`src/rtl/esteira_pkg.sv`:
```
// Shared definitions for the wine bottling line: ESTADO encoding and default parameters.
// Optional feature macro used by the line: AUTO_REFILL_EN (automatic cork refill).
package esteira_pkg;

    typedef enum logic [3:0] {
        IDLE      = 4'd0,
        MOV_ENCH  = 4'd1,
        ENCHER    = 4'd2,
        VEDAR     = 4'd3,
        MOV_CQ    = 4'd4,
        CQ        = 4'd5,
        MOV_LACRE = 4'd6,
        LACRE     = 4'd7,
        ERRO      = 4'd8
    } estado_t;

    localparam int unsigned DEF_CORK_CAP     = 20;
    localparam int unsigned DEF_CORK_INIT    = 10;
    localparam int unsigned DEF_CORK_ALARM   = 5;
    localparam int unsigned DEF_REFILL_QTY   = 5;
    localparam int unsigned DEF_BATCH_SIZE   = 12;
    localparam int unsigned DEF_DOZ_MAX      = 99;
    localparam int unsigned DEF_FILL_TIMEOUT = 1000;
    localparam int unsigned DEF_CORK_W       = 5;
    localparam int unsigned DEF_BATCH_W      = 4;
    localparam int unsigned DEF_DOZ_W        = 7;

endpackage

```
`src/rtl/estoque_rolhas.sv`:
```
// Cork stock counter with saturation, low-stock alarm and dispenser pulse.
// AUTO_REFILL_EN defined: automatic refill while low; otherwise the dispenser echoes accepted manual adds.
module estoque_rolhas
    import esteira_pkg::*;
#(
    parameter int unsigned CORK_CAP   = DEF_CORK_CAP,
    parameter int unsigned CORK_INIT  = DEF_CORK_INIT,
    parameter int unsigned CORK_ALARM = DEF_CORK_ALARM,
    parameter int unsigned REFILL_QTY = DEF_REFILL_QTY,
    parameter int unsigned CORK_W     = DEF_CORK_W
) (
    input  logic              clk,
    input  logic              rst_n,
    input  logic              seal_dec,
    input  logic              add_rolha,
    output logic [CORK_W-1:0] rolhas,
    output logic              alarme,
    output logic              dispensador
);

    localparam int unsigned SW = CORK_W + 3;

    logic [SW-1:0]     inc;
    logic [SW-1:0]     sum;
    logic [CORK_W-1:0] rolhas_n;
    logic              refill;

    always_comb begin
        refill = 1'b0;
        inc    = '0;
`ifdef AUTO_REFILL_EN
        // dispensador doubles as the "refilled last cycle" flag
        refill = (rolhas < CORK_W'(CORK_ALARM)) && !dispensador;
        if (refill)
            inc = SW'(REFILL_QTY);
        else if (add_rolha)
            inc = SW'(1);
`else
        refill = add_rolha && (rolhas < CORK_W'(CORK_CAP));
        if (add_rolha)
            inc = SW'(1);
`endif
        // add before subtract so a seal plus add at the cap nets to zero
        sum      = SW'(rolhas) + inc - SW'(seal_dec);
        rolhas_n = (sum > SW'(CORK_CAP)) ? CORK_W'(CORK_CAP) : sum[CORK_W-1:0];
    end

    always_ff @(posedge clk or negedge rst_n) begin
        if (!rst_n) begin
            rolhas      <= CORK_W'(CORK_INIT);
            alarme      <= (CORK_INIT < CORK_ALARM);
            dispensador <= 1'b0;
        end else begin
            rolhas      <= rolhas_n;
            alarme      <= (rolhas_n < CORK_W'(CORK_ALARM));
            dispensador <= refill;
        end
    end

endmodule

```
`src/rtl/esteira_envase_param.sv`:
```
// Bottling line controller: process/motor FSM, fill timeout, batch and dozen counters.
// Cork handling lives in estoque_rolhas; AUTO_REFILL_EN selects its automatic refill mode.
module esteira_envase_param
    import esteira_pkg::*;
#(
    parameter int unsigned CORK_CAP     = DEF_CORK_CAP,
    parameter int unsigned CORK_INIT    = DEF_CORK_INIT,
    parameter int unsigned CORK_ALARM   = DEF_CORK_ALARM,
    parameter int unsigned REFILL_QTY   = DEF_REFILL_QTY,
    parameter int unsigned BATCH_SIZE   = DEF_BATCH_SIZE,
    parameter int unsigned DOZ_MAX      = DEF_DOZ_MAX,
    parameter int unsigned FILL_TIMEOUT = DEF_FILL_TIMEOUT,
    parameter int unsigned CORK_W       = DEF_CORK_W,
    parameter int unsigned BATCH_W      = DEF_BATCH_W,
    parameter int unsigned DOZ_W        = DEF_DOZ_W
) (
    input  logic               CLK,
    input  logic               RESET_N,
    input  logic               START,
    input  logic               KEY_VEDAR,
    input  logic               KEY_ENTER_CQ,
    input  logic               KEY_LACRE,
    input  logic               ADD_ROLHA,
    input  logic               QUALIDADE_OK,
    input  logic               SENSOR_POS_ENCH,
    input  logic               SENSOR_POS_CQ,
    input  logic               SENSOR_POS_LACRE,
    input  logic               SENSOR_CHEIA,
    output logic               MOTOR,
    output logic               VALVULA,
    output logic               ATUADOR_VEDACAO,
    output logic               DISPENSADOR,
    output logic               LED_ALARME_ROLHA,
    output logic               LED_DESCARTE,
    output logic               LED_ERRO,
    output logic [CORK_W-1:0]  ROLHAS,
    output logic [BATCH_W-1:0] GARRAFAS_LOTE,
    output logic [DOZ_W-1:0]   DUZIAS,
    output logic [3:0]         ESTADO
);

    localparam int unsigned TW = (FILL_TIMEOUT > 2) ? $clog2(FILL_TIMEOUT) : 1;

    estado_t            state, state_n;
    logic [TW-1:0]      timer, timer_n;
    logic               stop_req, stop_n;
    logic [BATCH_W-1:0] lote_n;
    logic [DOZ_W-1:0]   duz_n;
    logic               seal, reject, eob, running;

    assign ESTADO = state;

    estoque_rolhas #(
        .CORK_CAP   (CORK_CAP),
        .CORK_INIT  (CORK_INIT),
        .CORK_ALARM (CORK_ALARM),
        .REFILL_QTY (REFILL_QTY),
        .CORK_W     (CORK_W)
    ) u_estoque (
        .clk         (CLK),
        .rst_n       (RESET_N),
        .seal_dec    (seal),
        .add_rolha   (ADD_ROLHA),
        .rolhas      (ROLHAS),
        .alarme      (LED_ALARME_ROLHA),
        .dispensador (DISPENSADOR)
    );

    always_comb begin
        state_n = state;
        timer_n = timer;
        stop_n  = stop_req;
        lote_n  = GARRAFAS_LOTE;
        duz_n   = DUZIAS;
        seal    = 1'b0;
        reject  = 1'b0;
        eob     = 1'b0;
        running = (state != IDLE) && (state != ERRO);

        case (state)
            IDLE:      if (START) state_n = MOV_ENCH;
            MOV_ENCH:  if (SENSOR_POS_ENCH) begin
                           state_n = ENCHER;
                           timer_n = '0;
                       end
            ENCHER:    if (SENSOR_CHEIA)
                           state_n = VEDAR;
                       else if (timer == TW'(FILL_TIMEOUT - 1))
                           state_n = ERRO;
                       else
                           timer_n = timer + TW'(1);
            VEDAR:     if (KEY_VEDAR && (ROLHAS != '0)) begin
                           seal    = 1'b1;
                           state_n = MOV_CQ;
                       end
            MOV_CQ:    if (SENSOR_POS_CQ) state_n = CQ;
            CQ:        if (KEY_ENTER_CQ) begin
                           if (QUALIDADE_OK) begin
                               state_n = MOV_LACRE;
                           end else begin
                               reject = 1'b1;
                               eob    = 1'b1;
                           end
                       end
            MOV_LACRE: if (SENSOR_POS_LACRE) state_n = LACRE;
            LACRE:     if (KEY_LACRE) begin
                           eob = 1'b1;
                           if (GARRAFAS_LOTE == BATCH_W'(BATCH_SIZE - 1)) begin
                               lote_n = '0;
                               duz_n  = (DUZIAS == DOZ_W'(DOZ_MAX)) ? '0 : DUZIAS + DOZ_W'(1);
                           end else begin
                               lote_n = GARRAFAS_LOTE + BATCH_W'(1);
                           end
                       end
            ERRO:      if (START) state_n = IDLE;
            default:   state_n = IDLE;
        endcase

        if (eob)
            state_n = stop_req ? IDLE : MOV_ENCH;

        // any return to IDLE starts the next run with no pending stop
        if (START && running)
            stop_n = 1'b1;
        if (state_n == IDLE)
            stop_n = 1'b0;
    end

    always_ff @(posedge CLK or negedge RESET_N) begin
        if (!RESET_N) begin
            state           <= IDLE;
            timer           <= '0;
            stop_req        <= 1'b0;
            GARRAFAS_LOTE   <= '0;
            DUZIAS          <= '0;
            MOTOR           <= 1'b0;
            VALVULA         <= 1'b0;
            ATUADOR_VEDACAO <= 1'b0;
            LED_DESCARTE    <= 1'b0;
            LED_ERRO        <= 1'b0;
        end else begin
            state           <= state_n;
            timer           <= timer_n;
            stop_req        <= stop_n;
            GARRAFAS_LOTE   <= lote_n;
            DUZIAS          <= duz_n;
            MOTOR           <= (state_n == MOV_ENCH) || (state_n == MOV_CQ) || (state_n == MOV_LACRE);
            VALVULA         <= (state_n == ENCHER);
            ATUADOR_VEDACAO <= seal;
            LED_DESCARTE    <= reject;
            LED_ERRO        <= (state_n == ERRO);
        end
    end

endmodule

```
`config.mk`:
```
export PLATFORM = sky130hd
export DESIGN_NAME = esteira_envase_param
export DESIGN_NICKNAME = d
export VERILOG_FILES = /design/src/rtl/esteira_pkg.sv /design/src/rtl/estoque_rolhas.sv /design/src/rtl/esteira_envase_param.sv
export SDC_FILE = /design/constraint.sdc
export NUM_CORES = 1
export LEC_CHECK = 0
export BUFFER_PORTS_ARGS = -buffer_cell sky130_fd_sc_hd__buf_2
export CORE_UTILIZATION = 39
export CTS_CLUSTER_DIAMETER = 120
export CTS_CLUSTER_SIZE = 20
export DETAILED_ROUTE_END_ITERATION = 6
export GPL_ROUTABILITY_DRIVEN = 0
export HOLD_SLACK_MARGIN = 0.03
export MAX_ROUTING_LAYER = met4
export PLACE_DENSITY = 0.57
export SLEW_MARGIN = 20
export SYNTH_ARGS = -nofsm -noshare
export SYNTH_HDL_FRONTEND = slang
export SYNTH_HIERARCHICAL = 1
export SYNTH_SLANG_ARGS = --single-unit
```
`constraint.sdc`:
```
create_clock -name CLK -period 6.65 [get_ports CLK]
set_input_delay 0.3325 -clock CLK [delete_from_list [all_inputs] [get_ports CLK]]
set_output_delay 0.3325 -clock CLK [all_outputs]
set_load 0.005 [all_outputs]
```
# [Yosys cells after proc, flatten, opt, wreduce, memory -nomap -nowiden]
# Cells that the tools add are included.
[totals] word_cells=86 in_bits=12 register_bits=38 out_inout_bits=27
[op_classes] muxes=30 order_cmp=3 eq_ne=20 n_reduce_logical=15 n_addsub=5
[op_table] op="$mux W4" count=12
[op_table] op="$pmux W4 S9" count=1
[op_table] op="$mux W10" count=3
[op_table] op="$eq A4 B3 Y1 const B" count=6
[op_table] op="$pmux W10 S2" count=1
[op_table] op="$eq A4 B2 Y1 const B" count=3
[op_table] op="$eq A4 B4 Y1 const B" count=3
[op_table] op="$add A10 B1 Y10 const B" count=1
[op_table] op="$eq A10 B10 Y1 const B" count=1
[op_table] op="$mux W1" count=10
[op_table] op="$eq A4 B1 Y1 const B" count=2
[op_table] op="$gt A8 B5 Y1 const B" count=1
[op_table] op="$logic_not A4 Y1" count=2
[op_table] op="$sub A8 B1 Y8" count=1
[op_table] op="$add A7 B1 Y7 const B" count=1
[op_table] op="$eq A7 B7 Y1 const B" count=1
[op_table] op="$mux W7" count=1
[op_table] op="$add A5 B1 Y6" count=1
[op_table] op="$ne A2 B2 Y1 const B" count=3
[op_table] op="$lt A5 B3 Y1 const B" count=1
[op_table] op="$lt A5 B5 Y1 const B" count=1
[op_table] op="$mux W5" count=1
[op_table] op="$reduce_bool A5 Y1" count=1
[op_table] op="$add A4 B1 Y4 const B" count=1
[op_table] op="other kinds (9)" count=14

# [Depth between registers and ports, before layout]
[logic_depth] depth_word=8 depth_mapped=12

# [Cells and area by module]
# Netlist, hierarchy kept.
[by_module_without_submodules] mod="esteira_envase_param" seq_area_each_um2=775.7 cells_per_inst=185 instances=1 area_each_um2=1799.2
[by_module_without_submodules] mod="estoque_rolhas" seq_area_each_um2=177.7 cells_per_inst=54 instances=1 area_each_um2=578.1

# [Least setup slack after synthesis]
# Ideal clock, no wire load.
[synth_path] kind="flip-flop to flip-flop" from="register u_estoque.rolhas[0]" to="register u_estoque.rolhas[0]" setup_ns=0.120 arrival_ns=2.940 path_buffers=0 required_ns=6.530 path_stages_with_launch=13 path_slack_ns=3.590 cell_sequence="dfrtp_1 > or4_4 > o211ai_1 > inv_1 > ha_1 > inv_1 > ha_1 > fa_1 > a211oi_1 > nor2_2 > xor2_1 > a21oi_1 > and3b_1"
[synth_via] elab_chain_cells=7
[synth_lines] element="start: declaration" line="estoque_rolhas.sv:16" text="output logic [CORK_W-1:0] rolhas,"
[synth_lines] element="start signal: assignment" line="estoque_rolhas.sv:50" text="rolhas <= CORK_W'(CORK_INIT);"
[synth_lines] element="start signal: assignment" line="estoque_rolhas.sv:54" text="rolhas <= rolhas_n;"
[synth_lines] element="$reduce_bool A5 Y1 (*)" line="esteira_envase_param.sv:92" text="VEDAR: if (KEY_VEDAR && (ROLHAS != '0)) begin"
[synth_lines] element="$logic_and A1 B1 Y1 (*)" line="esteira_envase_param.sv:92"
[synth_lines] element="$mux W1 (*)" line="esteira_envase_param.sv:92"
[synth_lines] element="$mux W1 (*)" line="esteira_envase_param.sv:80" text="case (state)"
[synth_lines] element="via seal" line="esteira_envase_param.sv:49" text="logic seal, reject, eob, running;"
[synth_lines] element="$sub A8 B1 Y8 (*)" line="estoque_rolhas.sv:44" text="sum = SW'(rolhas) + inc - SW'(seal_dec);"
[synth_lines] element="$gt A8 B5 Y1" line="estoque_rolhas.sv:45" text="rolhas_n = (sum > SW'(CORK_CAP)) ? CORK_W'(CORK_CAP) : sum[CORK_W-1:0];"
[synth_lines] element="$mux W5 (*)" line="estoque_rolhas.sv:45"
[synth_lines] element="via u_estoque.rolhas_n[0]" line="estoque_rolhas.sv:25" text="logic [CORK_W-1:0] rolhas_n;"
# Mark *: on every way through the listed nets, which the timed path passes. The rest lies on a longest branch.
# A chain may end at the register's enable or synchronous reset.

# [Final worst setup path]
[layout_path] from="register state[1], in the netlist ESTADO[1]" to="register u_estoque.rolhas[1]"
[layout_via] elab_chain_cells=5
[layout_lines] element="start: declaration" line="esteira_envase_param.sv:44" text="estado_t state, state_n;"
[layout_lines] element="start signal: assignment" line="esteira_envase_param.sv:142" text="state <= state_n;"
[layout_lines] element="$eq A4 B2 Y1 (*)" line="esteira_envase_param.sv:80"
[layout_lines] element="$mux W1 (*)" line="esteira_envase_param.sv:80"
[layout_lines] element="via seal" line="esteira_envase_param.sv:49"
[layout_lines] element="$sub A8 B1 Y8 (*)" line="estoque_rolhas.sv:44"
[layout_lines] element="$gt A8 B5 Y1" line="estoque_rolhas.sv:45"
[layout_lines] element="$mux W5 (*)" line="estoque_rolhas.sv:45"
[layout_lines] element="via u_estoque.rolhas_n[1]" line="estoque_rolhas.sv:25"
# Marked as above.

==> metrics.cfg <==
[clock_tree]
clkTransAtPathRegs_ps=80
cts-htree-levels=2
postCtsSetupBuffers=0
cts_made_buffers=5
cts_buffer_depth=2
postCtsResizedCells=0
cts_root_buf=clkbuf_8
postCtsHoldBufs=0
tritoncts_sinks=38
insertion_delay_ps=290
tritoncts=yes

[worst_setup_path]
worst_setup_path_end_kind=flip-flop
crit_type=reg -> reg
cp_num_buf_inv=2
timing.critical_path.slowest_stage_cell=dfrtp_1
timing.critical_path.required_ps=6880
max_stage_delay_ps=590
path_cells=nor4bb_1 > o211ai_1 > inv_1 > ha_1 > inv_1 > ha_1 > fa_1 > a211oi_1 > nor2_2 > xor2_1 > a21oi_1 > and3b_1
path_max_fanout=16
timing.critical_path.from_type=flip-flop
critical-path-top-delay-family=simple AND/OR/NAND/NOR gates
worstPathArrival_ps=3480

[floorplanning]
fp.dieArea_um2=6410
design.core.area_um2=5890
row_count=28
start_util_pct=40.4
fp.dieH_um=80.1
io_pins=39
width_of_the_chip_um=80.1

[run_status]
outcome=finished clean

[layout]
final_cell_area_um2=2730
antenna-diode-count=0
utilization_pct=46.3
fin_nets=305
areaGrowthSynthToFinish_pct=14.7
multiInputGateArea_um2=1340
area.sequential_um2=953
layout-drive-gt1-share_pct=22.9
layout_commonest_cell=buf_2
layout.filler_cells=587
layout_common_cells=buf_2 (38), dfrtp_1 (36), nand2_1 (15), inv_1 (15), ha_1 (13)

[synth]
ys_ff_latch=38
post_synth_edffs=0
synth.net_count=265
yosysUniqueCellTypes=59
yosys.area.top_type=dfrtp_1
synthDominantCellAreaShare_pct=37.9
yosysWarningCount=6
synth_ff_type=dfrtp_1
synth_top_cells_by_area=dfrtp_1 (38%), ha_1 (6.8%), mux2i_1 (2.9%)
synth_sequential_area_ratio_pct=40.1
postSynthCellCount=239
synth-async-reset-ratio_pct=100
syn-mean-instance-area_um2=9.95
synth.cell_area_um2=2380

[power_and_ir_drop]
power_leakage_nw=1.31
peakVddDrop_v=0.000149
power_density_nw_per_um2=314
power.total_w=0.000855

[global_route]
grt_antenna_before_repair=0
grt.overflow.total=0
grt_pass1_wl_mm=8.26
grt_use_total_pct=16.8
pin_count_of_the_biggest_net_entering_global_routing=39
grt_pass1_vias=1797

[routing]
via_cell_ratio=5.31
dr_total_vias=1886
detail_route.first_pass.iterations=6
drtIter0Drc=195
route.final.wire_length_mm=4.77
route.antenna.remaining_nets=0
detail_route.wl_per_cell_um=13.4
remaining_drc_errors=0

[timing]
timing.final.max_slew_violations=0
worst_pin_slew_ps=845
hold_viol=0
fin_worst_hold_slack_ps=144
final_sum_of_negative_setup_slack_ps=0
timing.final.setup_violations=0
final.min_clock_period_ps=3250
upper_clock_frequency_limit_mhz=308
relSlewSlack_pct=43.7
rsz_0062_raised_after_global_routing=no
period_share_pct=48.9
worst_case_clock_skew_ps=7.37

[placed_design]
placed_cell_area_um2=2640
portBuffers=38
post-dp-hpwl_mm=3.55

[worst_hold_path]
min-delay-path-class=in -> async

[flow_run]
max-cap-violations=0

-- final timing paths --
| path | start | to | slack, ps | cells after the start |
|---|---|---|---|---|
| min in group CLK | ADD_ROLHA | u_estoque/dispensador | 290 | 3 |
| worst min-delay path | RESET_N | timer[9] | 140 | 1 |
| worst max-delay path | ESTADO[1] | u_estoque/rolhas[1] | 3400 | 12 |
| worst min register to register | DUZIAS[6] | DUZIAS[6] | 520 | 1 |
| worst max register to register | ESTADO[1] | u_estoque/rolhas[1] | 3400 | 12 |
| max in group asynchronous | RESET_N | MOTOR | 5970 | 1 |
-- worst reg2reg max path: cells and delay by family (launching register included) --
kind / cells / cell delay, ps
compound gates: 3 / 560
buf+inv: 2 / 150
flops: 1 / 590
simple gates: 3 / 850
fa+ha+maj: 3 / 770
xor+xnor: 1 / 290
-- cell type report --
cell class | count | area share, %
multi-input cells | 180 | 49.2
inverters | 15 | 2.07
flip-flops and latches | 38 | 35.0
clock inverters | 2 | 0.367
well taps | 75 | 3.44
repair buffers | 39 | 7.25
clock buffers | 6 | 2.66
-- report_power, final --
| group | switching, W | internal, W | total [W] |
|---|---|---|---|
| Clock | 0.0000818 | 0.0000727 | 0.000154 |
| Combinational | 0.000204 | 0.000169 | 0.000373 |
| Sequential | 0.0000546 | 0.000273 | 0.000328 |
| Total | 0.000340 | 0.000515 | 0.000855 |
-- registers in the layout, summed over array words and instances (netlist names) --
signal                 cells
timer                     10
DUZIAS                     7
u_estoque/rolhas           5
ESTADO                     4
GARRAFAS_LOTE              4
ATUADOR_VEDACAO            1
LED_DESCARTE               1
LED_ERRO                   1
MOTOR                      1
VALVULA                    1
stop_req                   1
u_estoque/alarme           1
u_estoque/dispensador      1
-- logic make-up (layout without fill, tap and decap cells) --
family                     count (synthesis)  after routing  synth area share (%)
and+or+nand+nor                          101            101                  27.5
AOI/OAI and AO/OA                         48             48                  14.1
DFF                                       38             38                  40.1
buffers and inverters                     21             62                  3.42
adders and majority gates                 14             14                  7.68
muxes                                     12             12                  5.32
xor gates and xnor gates                   5              5                  1.84
-- cell usage after synthesis, types with 7 or more instances --
cell,number
o21ai_0,11
mux2i_1,7
nand2_1,15
nor2b_1,7
nand2b_1,8
and3_1,7
nor2_1,11
inv_1,15
ha_1,13
a21oi_1,8
nand3_1,7
dfrtp_1,36
-- stage by stage --
stage | worst slack [ps] | instances
after floorplan | 3590 | 239
after global placement | 3490 | 347
after detailed placement | 3430 | 347
after CTS | 3400 | 355
after global routing | 2970 | 355
final | 3400 | 355
-- metal layers --
layer  routed length, µm  track usage, %
met5                   0               -
met4                  23            4.29
met3                 228            3.98
met2                2120            26.0
met1                2400            22.3
(Power assumes the default switching activity.)
